===== src/rtl/mem_chk_pkg.sv =====
// Shared definitions for the memory write checker.
// Contents:
//   state_t      checker FSM states (LOAD, RUN, PASS, FAIL)
//   fc_t + FC_*  verdict cause codes reported on fail_code
//   entry_t      one expected-write record {addr, data, mask} at the default
//                32-bit bus widths; the table stores the same three fields
//                at whatever widths the instance is configured for.
package mem_chk_pkg;

  typedef enum logic [1:0] {
    LOAD = 2'd0,
    RUN  = 2'd1,
    PASS = 2'd2,
    FAIL = 2'd3
  } state_t;

  localparam logic [1:0] FC_NONE    = 2'd0;
  localparam logic [1:0] FC_ADDR    = 2'd1;
  localparam logic [1:0] FC_DATA    = 2'd2;
  localparam logic [1:0] FC_TIMEOUT = 2'd3;

  typedef struct packed {
    logic [31:0] addr;
    logic [31:0] data;
    logic [31:0] mask;
  } entry_t;

endpackage


===== src/rtl/mem_chk_table.sv =====
// Expected-write table: DEPTH-entry register file, one write port and one
// asynchronous read port. Contents are never reset; only the pointers that
// index it are.
// Optional macro: CHK_DATA_MASK_EN adds a per-entry compare mask field.
// Ports:
//   clk               clock
//   wr_en             store wr_addr/wr_data(/wr_mask) at wr_idx
//   wr_idx, rd_idx    write / read entry index
//   wr_addr, wr_data  entry fields to store
//   wr_mask           entry mask (only with CHK_DATA_MASK_EN)
//   rd_addr, rd_data  fields of entry rd_idx
//   rd_mask           mask of entry rd_idx (only with CHK_DATA_MASK_EN)
module mem_chk_table
  import mem_chk_pkg::*;
#(
  parameter int AW    = 32,
  parameter int DW    = 32,
  parameter int DEPTH = 8,
  parameter int IW    = (DEPTH > 1) ? $clog2(DEPTH) : 1
) (
  input  logic          clk,
  input  logic          wr_en,
  input  logic [IW-1:0] wr_idx,
  input  logic [AW-1:0] wr_addr,
  input  logic [DW-1:0] wr_data,
`ifdef CHK_DATA_MASK_EN
  input  logic [DW-1:0] wr_mask,
  output logic [DW-1:0] rd_mask,
`endif
  input  logic [IW-1:0] rd_idx,
  output logic [AW-1:0] rd_addr,
  output logic [DW-1:0] rd_data
);

  logic [AW-1:0] mem_addr [DEPTH];
  logic [DW-1:0] mem_data [DEPTH];
`ifdef CHK_DATA_MASK_EN
  logic [DW-1:0] mem_mask [DEPTH];
`endif

  always_ff @(posedge clk) begin
    if (wr_en) begin
      mem_addr[wr_idx] <= wr_addr;
      mem_data[wr_idx] <= wr_data;
`ifdef CHK_DATA_MASK_EN
      mem_mask[wr_idx] <= wr_mask;
`endif
    end
  end

  assign rd_addr = mem_addr[rd_idx];
  assign rd_data = mem_data[rd_idx];
`ifdef CHK_DATA_MASK_EN
  assign rd_mask = mem_mask[rd_idx];
`endif

endmodule


===== config.mk =====
export PLATFORM = sky130hd
export DESIGN_NAME = mem_chk_table
export DESIGN_NICKNAME = d
export VERILOG_FILES = /design/src/rtl/mem_chk_pkg.sv /design/src/rtl/mem_chk_table.sv
export SDC_FILE = /design/constraint.sdc
export NUM_CORES = 1
export LEC_CHECK = 0
export CAP_MARGIN = 20
export CORE_ASPECT_RATIO = 1.75
export CORE_MARGIN = 3
export CORE_UTILIZATION = 58
export DETAILED_ROUTE_END_ITERATION = 7
export HOLD_SLACK_MARGIN = 0.05
export PLACE_DENSITY_LB_ADDON = 0.2
export SLEW_MARGIN = 10
export SYNTH_ARGS = -nofsm -noshare
export SYNTH_HDL_FRONTEND = slang
export SYNTH_SLANG_ARGS = --single-unit

===== constraint.sdc =====
create_clock -name clk -period 7.9 [get_ports clk]
set_input_delay 1.58 -clock clk [delete_from_list [all_inputs] [get_ports clk]]
set_output_delay 1.58 -clock clk [all_outputs]
set_load 0.03 [all_outputs]

# Word-level counts from Yosys, hierarchy flattened
# Memories as Yosys holds them, arrays and structs flattened.
# Cells that the tools add are included.
# totals
ff_bits	0
ram_bits	512
inputBits	72
out_inout_bits	64
wordCells	4
mem_count	2
# op_classes
mux	2
# mem_list
name	depth	word_bits	rd	rd_clocked_by_memory_dff	write_ports	line	text
mem_addr	8	32	1	0	1	mem_chk_table.sv:35	logic [AW-1:0] mem_addr [DEPTH];
mem_data	8	32	1	0	1	mem_chk_table.sv:36	logic [DW-1:0] mem_data [DEPTH];
# op_table
operator	count
1-bit two-way mux	2

# Longest topological paths before layout
# depth
ltp_word	2
mapped_depth	4
ltp_nobuf	2

# Worst setup path before layout
# OpenSTA, ideal clock, no wires.
# synth_path
kind	input port to flip-flop
startpoint	input port wr_idx[1]
endpoint	memory mem_addr[0][0], enable pin
setup_ns	0.565
arrival_time_ns	6.109
required_time_ns	7.335
slack_ns	1.225
cell_stages	2
path_buffers	0
cell_sequence	nand2b_1 > nor3_1
# synth_rtl
item	line	text
from (decl)	mem_chk_table.sv:23	input logic [IW-1:0] wr_idx,
to (decl)	mem_chk_table.sv:35	
# No word-level cell before the write port.

# Worst setup path after layout
# layout_path
startpoint	input port rd_idx[0]
endpoint	output port rd_addr[22]
# layout_between
elab_chain_len	1
# layout_rtl
item	line	text
from (decl)	mem_chk_table.sv:30	input logic [IW-1:0] rd_idx,
memory 8 x 32 bit	-	
to (decl)	mem_chk_table.sv:31	output logic [AW-1:0] rd_addr,
# Every way passes these cells.

==> summary.txt <==
Run status
  • Status: completed

Yosys
  • #FFs+latches synth: 512
  • Distinct cells, synth: 12
  • Post-Syn Instances: 752
  • Synth Net Count: 824
  • Synth Cell Area: 19300 sq um
  • Ys Warns: 0
  • Synth Area per Inst: 25.6 sq um
  • Register area share after synthesis: 0.798

Power
  • Leak: 7.08 nW
  • Total power: 5.63 mW
  • Peak supply drop: 0.265 mV
  • PD cells: 250 nW/um^2

Clock tree
  • H-tree levels: 2
  • Register clock-pin slew on the reported worst setup and hold paths: 0.06 ns
  • Post-CTS setup buffer count: 0
  • CTS root buffer: clkbuf_16
  • # resized after CTS: 0
  • Post-CTS Hold Buffers: 0
  • CTS tree: yes
  • Max Buffers Root-to-Sink: 3
  • Clock sinks: 512
  • Total CTS buffers: 43

Worst setup path
  • Slowest stage delay, CP: 0.69 ns
  • Worst setup path start: rd_idx[0]
  • Crit Path Max Fanout: 72
  • CP delay by family, top: buffers and inverters
  • Critical Path End Type: output pin
  • Worst path slowest cell: clkbuf_8
  • Buffers & Inverters on Critical Path: 3
  • Worst setup SP type: input pin
  • Worst EP required: 6.32 ns
  • CP endpoint: rd_addr[22]
  • CP Class: input pin to output pin
  • Critical Path AT: 4.29 ns
  • Cell chain of the critical path: clkbuf_8 -> buf_4 -> mux4_2 -> mux2_2 -> clkdlybuf4s50_1
  • Crit path depth: 5

Final layout
  • Layout cell share with drive strength beyond 1: 0.298
  • Highest-count cells in the layout ignoring fill and taps: 512 x edfxtp_1, 132 x clkdlybuf4s50_1, 128 x mux4_2
  • Most common cell after layout, fill and taps aside: edfxtp_1
  • Layout Area Growth over Synthesis: 17.0%
  • Cell area after layout: 22500 sq um
  • Non-Filler Instances: 1352
  • Nets@finish: 990
  • Utilization after layout: 0.693

Place
  • DP Wirelength: 19100 um
  • RD Place Congestion: 0.716
  • Placed cell area: 21100 sq um
  • Pre-CTS setup slack: 1.93 ns
  • Placed insts: 1272
  • # port buffers: 135

Timing
  • Fin crit share: 0.743
  • Max-slew violation count: 0
  • Min Hold Slack: 1.75 ns
  • Fmax: 0.170 GHz
  • Final setup violation count: 0
  • Final hold viol count: 0
  • Unrepaired setup endpoints after global routing: no
  • Worst-Margin Slew: 0.966 ns
  • Post-route worst setup slack: 2.03 ns
  • Final min period: 5.87 ns
  • Relative slew slack: 0.356
  • Setup TNS: 0 ns

Drt
  • Vias per cell: 6.14
  • Post-route ant nets: 0
  • Detailed Route Iter0 Violations: 623
  • Pre-antenna DRT Iters: 5
  • Routed wire length: 35500 um
  • Via Count: 8297
  • Post-route DRC: 0
  • WL/cell: 26.3 um

Die
  • Die Y: 247 um
  • Initial core utilization: 0.592
  • Chip Width: 144 um
  • Row count: 87
  • Die area: 35500 sq um
  • Core footprint: 32500 sq um
  • Ports: 136

Worst hold path
  • Worst Hold Class: input pin to flip-flop
  • Worst hold stages: 1

Global routing
  • GRT overflow: 0
  • Largest net degree at the start of global routing: 73
  • Antenna violations before repair: 4
  • Number of global-route vias before repair: 9080
  • GRT Resource Usage Total: 0.206
  • First-pass GRT wire length: 54000 um

Run
  • Max capacitance violation total: 0
==> worst min-delay path by stage <==
stage                           start                         to
after global routing       wr_addr[9]   mem_addr[5][9]$_DFFE_PP_
after detailed placement  wr_addr[10]  mem_addr[4][10]$_DFFE_PP_
after floorplan            wr_addr[0]   mem_addr[0][0]$_DFFE_PP_
after global placement    wr_addr[11]  mem_addr[1][11]$_DFFE_PP_
final                      wr_addr[9]   mem_addr[5][9]$_DFFE_PP_
after CTS                  wr_addr[7]   mem_addr[6][7]$_DFFE_PP_
==> report_power, final <==
part           switching [mW]  total (mW)  internal [mW]  leakage [nW]
clock                   0.883        2.09           1.21         0.681
sequential             0.0205        3.10           3.08          4.65
combinational           0.231       0.437          0.207          1.75
total                    1.13        5.63           4.49          7.08
==> logic make-up (layout without fill, tap and decap cells) <==
family / after synthesis / in the layout / share of synthesized area
flops: 512 / 512 / 0.798
mux: 192 / 192 / 0.187
buf+inv: 35 / 233 / 0.0119
simple gates: 13 / 13 / 0.00305
other cells: 0 / 2 / 0
==> flip-flops by register name (all words and copies together), names as in the netlist <==
signal / count
mem_data: 256
mem_addr: 256
==> cell type report <==
type / count / area [sq um]
sequential: 512 / 15400
clock inverter: 21 / 228
tap: 400 / 500
antenna: 2 / 5.00
timing repair buffer: 156 / 1550
multi-input combinational: 205 / 3720
fill: 1942 / 10000
clock buffer: 56 / 1170
==> synthesized netlist by cell type <==
master	instances	area, sq um
nand2_1	2	7.51
nor2_1	6	22.5
mux2_2	64	721
nand2b_1	3	18.8
buf_1	9	33.8
nor3_1	2	10.0
edfxtp_1	512	15400
clkbuf_1	9	33.8
buf_6	11	124
buf_4	3	22.5
buf_2	3	15.0
mux4_2	128	2880
==> routing by layer <==
| metal | track usage | vias up | share of wire |
|---|---|---|---|
| met4 | 0.0665 | 4 | 0.028 |
| met1 | 0.274 | 4433 | 0.39 |
| met3 | 0.0430 | 60 | 0.055 |
| met5 | 0 | - | 0.00070 |
| li1 | - | 3574 | - |
| met2 | 0.345 | 226 | 0.53 |
Power figures use the tool's default switching activity.
